## src/rtl/program_loader.sv

```systemverilog
// Byte-stream boot loader: parses CMD/ADDR/COUNT frames,
// writes big-endian words to imem/dmem and gates CPU reset.
module program_loader #(
  parameter int INSTR_MEM_SIZE = 64,
  parameter int DATA_MEM_SIZE  = 32,
  parameter int IAW = $clog2(INSTR_MEM_SIZE),
  parameter int DAW = $clog2(DATA_MEM_SIZE)
) (
  input  logic           clock,
  input  logic           reset,
  input  logic           in_valid,
  input  logic [7:0]     in_data,
  output logic           in_ready,
  output logic           imem_we,
  output logic [IAW-1:0] imem_addr,
  output logic           dmem_we,
  output logic [DAW-1:0] dmem_addr,
  output logic [31:0]    mem_wdata,
  output logic           cpu_reset,
  output logic           busy,
  output logic           error
);

  typedef enum logic [2:0] {
    S_IDLE,
    S_ADDR,
    S_COUNT,
    S_DATA,
    S_WRITE,
    S_RUN
  } state_t;

  localparam logic [7:0] C_IMEM = 8'h01;
  localparam logic [7:0] C_DMEM = 8'h02;
  localparam logic [7:0] C_RUN  = 8'h03;
  localparam logic [7:0] C_HALT = 8'h04;

  localparam logic [8:0] ISZ = 9'(INSTR_MEM_SIZE);
  localparam logic [8:0] DSZ = 9'(DATA_MEM_SIZE);

  state_t state;
  state_t nxt;

  logic        tgt;
  logic [7:0]  widx;
  logic [7:0]  rem;
  logic [1:0]  bcnt;
  logic [31:0] asm_q;

  logic        accept;
  logic        err_set;
  logic [8:0]  sum;
  logic [8:0]  lim;
  logic        cnt_ok;
  logic [31:0] word;

  logic           in_ready_d;
  logic           imem_we_d;
  logic           dmem_we_d;
  logic [IAW-1:0] imem_addr_d;
  logic [DAW-1:0] dmem_addr_d;
  logic [31:0]    mem_wdata_d;
  logic           cpu_reset_d;
  logic           busy_d;
  logic           error_d;

  assign accept = in_valid & in_ready;
  assign sum    = {1'b0, widx} + {1'b0, in_data};
  assign lim    = tgt ? DSZ : ISZ;
  assign cnt_ok = (in_data != 8'd0) && (sum <= lim);
  assign word   = {asm_q[23:0], in_data};

  // State and registered outputs
  always_ff @(posedge clock or negedge reset) begin
    if (!reset) begin
      state     <= S_IDLE;
      in_ready  <= 1'b0;
      imem_we   <= 1'b0;
      dmem_we   <= 1'b0;
      imem_addr <= '0;
      dmem_addr <= '0;
      mem_wdata <= '0;
      cpu_reset <= 1'b0;
      busy      <= 1'b0;
      error     <= 1'b0;
    end else begin
      state     <= nxt;
      in_ready  <= in_ready_d;
      imem_we   <= imem_we_d;
      dmem_we   <= dmem_we_d;
      imem_addr <= imem_addr_d;
      dmem_addr <= dmem_addr_d;
      mem_wdata <= mem_wdata_d;
      cpu_reset <= cpu_reset_d;
      busy      <= busy_d;
      error     <= error_d;
    end
  end

  // Next-state decode and error detection
  always_comb begin
    nxt     = state;
    err_set = 1'b0;
    unique case (state)
      S_IDLE: begin
        if (accept) begin
          case (in_data)
            C_IMEM,
            C_DMEM:  nxt = S_ADDR;
            C_RUN:   nxt = S_RUN;
            C_HALT:  nxt = S_IDLE;
            default: err_set = 1'b1;
          endcase
        end
      end
      S_ADDR: begin
        if (accept) nxt = S_COUNT;
      end
      S_COUNT: begin
        if (accept) begin
          if (cnt_ok) begin
            nxt = S_DATA;
          end else begin
            nxt     = S_IDLE;
            err_set = 1'b1;
          end
        end
      end
      S_DATA: begin
        if (accept && bcnt == 2'd3) nxt = S_WRITE;
      end
      S_WRITE: begin
        nxt = (rem != 8'd1) ? S_DATA : S_IDLE;
      end
      S_RUN: begin
        if (accept) begin
          if (in_data == C_HALT) nxt = S_IDLE;
          else err_set = 1'b1;
        end
      end
      default: nxt = S_IDLE;
    endcase
  end

  // Next values of the registered outputs
  always_comb begin
    in_ready_d  = (nxt != S_WRITE);
    busy_d      = (nxt != S_IDLE) && (nxt != S_RUN);
    cpu_reset_d = (nxt == S_RUN);
    imem_we_d   = (nxt == S_WRITE) && !tgt;
    dmem_we_d   = (nxt == S_WRITE) && tgt;
    error_d     = error | err_set;
    imem_addr_d = imem_addr;
    dmem_addr_d = dmem_addr;
    mem_wdata_d = mem_wdata;
    if (nxt == S_WRITE) begin
      mem_wdata_d = word;
      if (tgt) dmem_addr_d = widx[DAW-1:0];
      else imem_addr_d = widx[IAW-1:0];
    end
  end

  // Frame datapath: target, word index, count, byte assembly
  always_ff @(posedge clock or negedge reset) begin
    if (!reset) begin
      tgt   <= 1'b0;
      widx  <= '0;
      rem   <= '0;
      bcnt  <= '0;
      asm_q <= '0;
    end else begin
      unique case (state)
        S_IDLE: begin
          if (accept && (in_data == C_IMEM || in_data == C_DMEM))
            tgt <= (in_data == C_DMEM);
        end
        S_ADDR: begin
          if (accept) widx <= in_data;
        end
        S_COUNT: begin
          if (accept) begin
            rem  <= in_data;
            bcnt <= 2'd0;
          end
        end
        S_DATA: begin
          if (accept) begin
            asm_q <= word;
            bcnt  <= bcnt + 2'd1;
          end
        end
        S_WRITE: begin
          widx <= widx + 8'd1;
          rem  <= rem - 8'd1;
        end
        default: ;
      endcase
    end
  end

endmodule

```

## config.mk

```make
export PLATFORM = sky130hd
export DESIGN_NAME = program_loader
export DESIGN_NICKNAME = d
export VERILOG_FILES = /design/src/rtl/program_loader.sv
export SDC_FILE = /design/constraint.sdc
export NUM_CORES = 1
export LEC_CHECK = 0
export BUFFER_PORTS_ARGS = -buffer_cell sky130_fd_sc_hd__buf_2
export CAP_MARGIN = 25
export CELL_PAD_IN_SITES_DETAIL_PLACEMENT = 1
export CELL_PAD_IN_SITES_GLOBAL_PLACEMENT = 2
export CORE_AREA = 2 2 126 128
export CTS_CLUSTER_DIAMETER = 150
export DETAILED_ROUTE_END_ITERATION = 16
export DIE_AREA = 0 0 128 130
export PLACE_DENSITY_LB_ADDON = 0.1
export SLEW_MARGIN = 20
export SYNTH_ARGS = -nofsm -noshare
export SYNTH_HDL_FRONTEND = slang
export SYNTH_SLANG_ARGS = --single-unit
```

## constraint.sdc

```tcl
create_clock -name clock -period 3.6 [get_ports clock]
set_input_delay 0.18 -clock clock [delete_from_list [all_inputs] [get_ports clock]]
set_output_delay 0.18 -clock clock [all_outputs]
set_load 0.01 [all_outputs]
```

==> results of run 1 <==
sequential cells by signal (all words and copies together), names as in the netlist:
name	flops
imem_addr	6
widx	8
error	1
dmem_we	1
imem_we	1
rem	8
asm_q	24
cpu_reset	1
tgt	1
mem_wdata	32
state	3
in_ready	1
bcnt	2
busy	1
dmem_addr	5
through the flow:
step,hold WS (ps),std cells,setup slack (ps),area (µm²)
6_report,192,629,482,5300
2_1_floorplan,-116,369,804,4540
3_5_place_dp,202,612,459,5010
5_1_grt,220,629,148,5300
4_1_cts,189,629,439,5300
3_3_place_gp,201,612,596,5010
final timing paths:
kind                            start            to  slack [ps]
max                           widx[0]         error         480
min                        in_data[1]           tgt         190
max reg2reg                   widx[0]         error         480
min reg2reg                     error         error         480
max in group asynchronous       reset  dmem_addr[3]        2450
min in group asynchronous       reset        rem[2]         350
power breakdown:
group | internal, mW | leakage [nW] | switching, mW | total, mW
clock network | 0.490 | 0.129 | 0.425 | 0.915
logic | 0.287 | 1.32 | 0.367 | 0.654
registers | 1.18 | 1.28 | 0.150 | 1.33
critical path, cell delays in order, from the launching register on:
cell and delay [ps]:
dfrtp_1 460, ha_1 240, fa_1 430, a211oi_2 260
nor2_1 110, o21a_1 180, nor2_1 120, xnor2_1 80
ha_1 290, nand2_1 60, nor4_1 230, a31oi_1 110
nand3b_2 250, a21o_1 180
kinds of logic after synthesis:
| family | synth area share, % |
|---|---|
| AOI/OAI and AO/OA | 9.29 |
| xor gates and xnor gates | 0.772 |
| adders and majority gates | 4.30 |
| buffers and inverters | 2.62 |
| DFF | 52.4 |
| muxes | 17.9 |
| and+or+nand+nor | 12.7 |
layout by cell type (no fill, tap or decap), drive strengths merged, types with 2 or more instances in the layout:
master    Yosys  layout
xnor2         2       2
clkinvlp      0       2
o21a          2       2
or3           2       2
and2b         2       2
a31oi         5       5
nand2        31      31
or2           2       2
a21oi        16      16
nand3        13      13
nand2b        2       2
nor4          5       5
xor2          2       2
clkbuf        4      12
ha           14      14
o21ai        20      20
a211oi        3       3
a21o          2       2
o221a         4       4
o32ai         2       2
mux2         64      64
inv           9      10
buf           7      62
nor2         36      36
nor3          5       5
nand3b        2       2
nand4         2       2
o22ai         5       5
dfrtp        95      95
final cells by class:
cell class,count,area [µm²]
flip-flops and latches,95,2380
inverters,9,33.8
repair buffers,63,330
fillers,1716,10100
clock buffers,12,246
well taps,192,240
multi-input cells,254,2040
clock inverters,4,28.8
routing by layer:
metal / up-vias / wire length [µm] / GRT usage (%)
li1: 1463 / - / -
met1: 1590 / 5520 / 19.6
met2: 48 / 5510 / 24.5
met3: 10 / 325 / 2.71
met4: 0 / 165 / 4.85
met5: - / 0 / 0
==> flow_summary.toml, run 1 <==
[clock_network]
htreeDepth = 3
clk_latency_ps = 350
cts-resized-gates = 0
cts_sinks = 95
cts_buffers = 9
clk_pin_slew_ps = 70
cts_hold_buf = 1
clk_path_buf_depth = 2
cts-root-buf = "clkbuf_16"
cts_tree = "yes"
cts_setup_buffers = 0

[status]
status = "finished, final reports clean"

[sta]
fin_tns_setup_ps = 0
setup_violations = 0
finalHoldViolCount = 0
worst_slew_pin_slew_ps = 590
period_share_pct = 86.6
fin_skew_ps = 4.11
rsz0062_at_grt = "false"
period_minus_slack_ps = 3120
max_freq_mhz = 321
drv_slew = 0
relSlewSlack_pct = 60.5

[yosys]
synthFlopType = "dfrtp_1"
ys_ff_latch = 95
synthArstFlopShare_pct = 100
synth_top_area_cell = "dfrtp_1"
yosys.area.top_type_share_pct = 52.4
netlist_area_mm2 = 0.00454
synth_edf_count = 0
syn-num-nets = 395
yosysWarnings = 0
syn_area_per_cell_um2 = 12.3
netlist_top_cells_count = "dfrtp_1 (95), mux2_2 (40), nor2_1 (33)"
ys_top_cells_by_area = "dfrtp_1 (52%), mux2_2 (9.9%), mux2_4 (7.9%), ha_1 (3.9%), nor2_1 (2.7%)"
synth_cell_types = 56
yosysMostFrequentCell = "dfrtp_1"
synth_seq_area_share_pct = 52.4
netlist_instances = 369

[routing]
drt_iter0_drc = 173
wl_per_cell_um = 18.3
drc = 0
drt-total-wl_um = 11500
routed_via_density = 4.95
dr_total_vias = 3111
ant_nets = 0
drtPass1Iterations = 4

[placed_design]
gp_congestion = 0.791
hpwlAfterDp_um = 8380
portBuffers = 59

[setup_path]
cp-end-kind = "register"
crit_type = "reg2reg"
startpoint_type = "register"
worstPathMaxFanout = 7
r2r.worst_path.cells = 13
critPathArrivalTime_ps = 3360
required_ps = 3840

[floorplan]
fp.dieArea_mm2 = 0.0166
start_util_pct = 29.4
coreArea_mm2 = 0.0154
fp.dieW_um = 128
io_pins = 60
die_h_um = 130
row_count = 46

[cells_and_area]
fin_util_pct = 34.3
drive_gt1_share_pct = 36.8
fin_nets = 458
n_antenna_cell = 0
syn2layout_area_growth_pct = 16.8

[pwr]
p_leak_nw = 2.73
ir_worst_vdd_mv = 0.280
fin_total_pwr_mw = 2.90
cellPowerDensity_mw_per_mm2 = 546

[global_routing]
antenna_found_initial = 0
grt_overflow = 0
grt_pass1_wl_um = 18700
track_usage_pct = 14.8
grt_max_degree = 41
grt_pass1_vias = 3315

[hold_path]
hold_path.class = "in2reg"
hold_path_depth = 3

[job]
maxCapViolCount = 0
Power figures use the tool's default switching activity.
==> run 2: changes to the inputs <==
--- a/config.mk
+++ b/config.mk
@@ -7,3 +7,2 @@
 export LEC_CHECK = 0
-export BUFFER_PORTS_ARGS = -buffer_cell sky130_fd_sc_hd__buf_2
 export CAP_MARGIN = 25
@@ -15,2 +14,4 @@
 export DIE_AREA = 0 0 128 130
+export DONT_BUFFER_PORTS = 1
+export GPL_TIMING_DRIVEN = 1
 export PLACE_DENSITY_LB_ADDON = 0.1
==> constraint.sdc (replaced) <==
create_clock -name clock -period 3.6 [get_ports clock]
set_input_delay 0.72 -clock clock [delete_from_list [all_inputs] [get_ports clock]]
set_output_delay 0.72 -clock clock [all_outputs]
set_load 0.01 [all_outputs]
==> run 2 against run 1 <==
Compared with the run above:
- global-route usage up 0.18 points
- final area decreased by 5.4%
- non-clock buffer count decreased by 62
- maximum frequency is 2.7% lower
- utilization down 1.9 points
- first-iteration DRC count fell by 34%
- die area unchanged
- worst hold slack got worse by 120 ps
- wire length rose by 1.0%
- clock power is 9.0% higher
- setup slack got worse by 86 ps
==> flow_summary.toml, run 2 (same netlist as run 1, synthesis figures left out) <==
[status]
status = "finished, final reports clean"

[cells_and_area]
stdcell_area_mm2 = 0.00501
fin_nets = 396
final_cells = 567
drive_gt1_share_pct = 26.9
largest_registers = "mem_wdata x32, asm_q x24"
final_cell_mix = "dfrtp_1 (95), mux2_2 (40), nor2_1 (33)"
layout_commonest_cell = "dfrtp_1"
regMostFlops = "mem_wdata"
fin_util_pct = 32.5
syn2layout_area_growth_pct = 10.4
largest_register_ffs = 32
n_antenna_cell = 0

[placed_design]
portBuffers = 0
post-place-cells = 551
gp_congestion = 0.760
dpl_cell_area_mm2 = 0.00470
post-place-ws_ps = 163
hpwlAfterDp_um = 8060

[sta]
relSlewSlack_pct = 60.4
max_freq_mhz = 312
period_minus_slack_ps = 3200
fin_tns_setup_ps = 0
worst_hold_slack_ps = 68.7
fin_skew_ps = 7.09
setup_violations = 0
fin_ws_ps = 396
finalHoldViolCount = 0
worst_slew_pin_slew_ps = 592
drv_slew = 0
rsz0062_at_grt = "false"
period_share_pct = 89.0

[routing]
wl_met3_um = 498
drt-met1-wl_um = 5480
ant_nets = 0
dr_total_vias = 2903
drc = 0
drtPass1Iterations = 4
wl_per_cell_um = 20.5
drt-total-wl_um = 11600
drt_iter0_drc = 114
dr_wl_met2_um = 5520
highest_layer = "met4"
routed_via_density = 5.12

[setup_path]
r2r.worst_path.cells = 13
startpoint_type = "register"
cp-end-kind = "register"
slowest_delay_ps = 470
worstReg2RegStart = "widx[0]"
crit_chain = "ha_1 > fa_1 > a211oi_2 > nor2_1 > o21a_1 > nor2_1 > xnor2_1 > ha_1 > nand2_1 > nor4_1 > a31oi_1 > nand3b_2 > o21ai_0"
r2r_slack_ps = 400
critPathArrivalTime_ps = 3460
required_ps = 3850
r2r-end = "state[0]"
crit_slowest_cell = "dfrtp_1"
worstPathMaxFanout = 7
crit_type = "reg2reg"

[global_routing]
grt_max_degree = 96
track_usage_pct = 15.0
antenna_found_initial = 0
grt_pass1_vias = 3049
grt_overflow = 0
grt_pass1_wl_um = 18700

[floorplan]
fp.dieW_um = 128
io_pins = 60
start_util_pct = 29.4
coreArea_mm2 = 0.0154
die_h_um = 130
fp.dieArea_mm2 = 0.0166
row_count = 46

[clock_network]
cts-resized-gates = 0
cts_setup_buffers = 0
cts_hold_buf = 0
cts_buffers = 9
cts_tree = "yes"
cts_sinks = 95
cts-root-buf = "clkbuf_16"
clk_pin_slew_ps = 70
clk_path_buf_depth = 2
htreeDepth = 3
clk_latency_ps = 340

[pwr]
p_leak_nw = 2.42
cellPowerDensity_mw_per_mm2 = 590
fin_total_pwr_mw = 2.96
ir_worst_vdd_mv = 0.230

[job]
maxCapViolCount = 0

[hold_path]
hold_path.class = "in2async"
==> run 2: cell types whose count changed in the layout (fill, tap and decap cells not counted) <==
cell           previous run  this run
buf_2                    58         0
buf_4                     4         1
bufinv_16                 0         1
clkbuf_1                  2         1
clkbuf_8                  1         2
clkinv_2                  1         0
clkinv_4                  0         1
dlygate4sd3_1             1         0
inv_6                     1         0
==> run 2: critical path: cells and delay by family, from the launching register on <==
kind	cells	cell delay [ps]
DFF	1	470
adders and majority gates	3	970
xor gates and xnor gates	1	80
AOI/OAI and AO/OA	4	800
and+or+nand+nor	5	790
==> run 2: final cells by class <==
| class | count | area, µm² |
|---|---|---|
| Fill cell | 1694 | 10400 |
| Tap cell | 192 | 240 |
| Clock inverter | 4 | 53.8 |
| Multi-Input combinational cell | 254 | 2040 |
| Timing Repair Buffer | 1 | 7.51 |
| Sequential cell | 95 | 2380 |
| Clock buffer | 12 | 256 |
| Inverter | 9 | 33.8 |
==> run 2: worst max path at each step <==
stage / startpoint / to / slack (ps) / cells after the start
after floorplan: in_data[0] / error / 500 / 13
after global placement: in_data[0] / error / 330 / 13
after detailed placement: in_data[0] / state[0] / 160 / 13
after CTS: widx[0] / state[0] / 350 / 13
after global routing: widx[0] / state[0] / 90 / 13
final: widx[0] / state[0] / 400 / 13
==> run 2: routing by layer <==
layer,vias up,global-route usage (%)
met5,-,0
met4,0,4.98
met3,9,3.90
met2,49,23.7
met1,1506,20.0
li1,1339,-
==> run 2: power by group <==
group | switching (mW) | internal, mW | total [mW]
Clock | 0.419 | 0.578 | 0.997
Combinational | 0.332 | 0.279 | 0.611
Sequential | 0.172 | 1.18 | 1.35
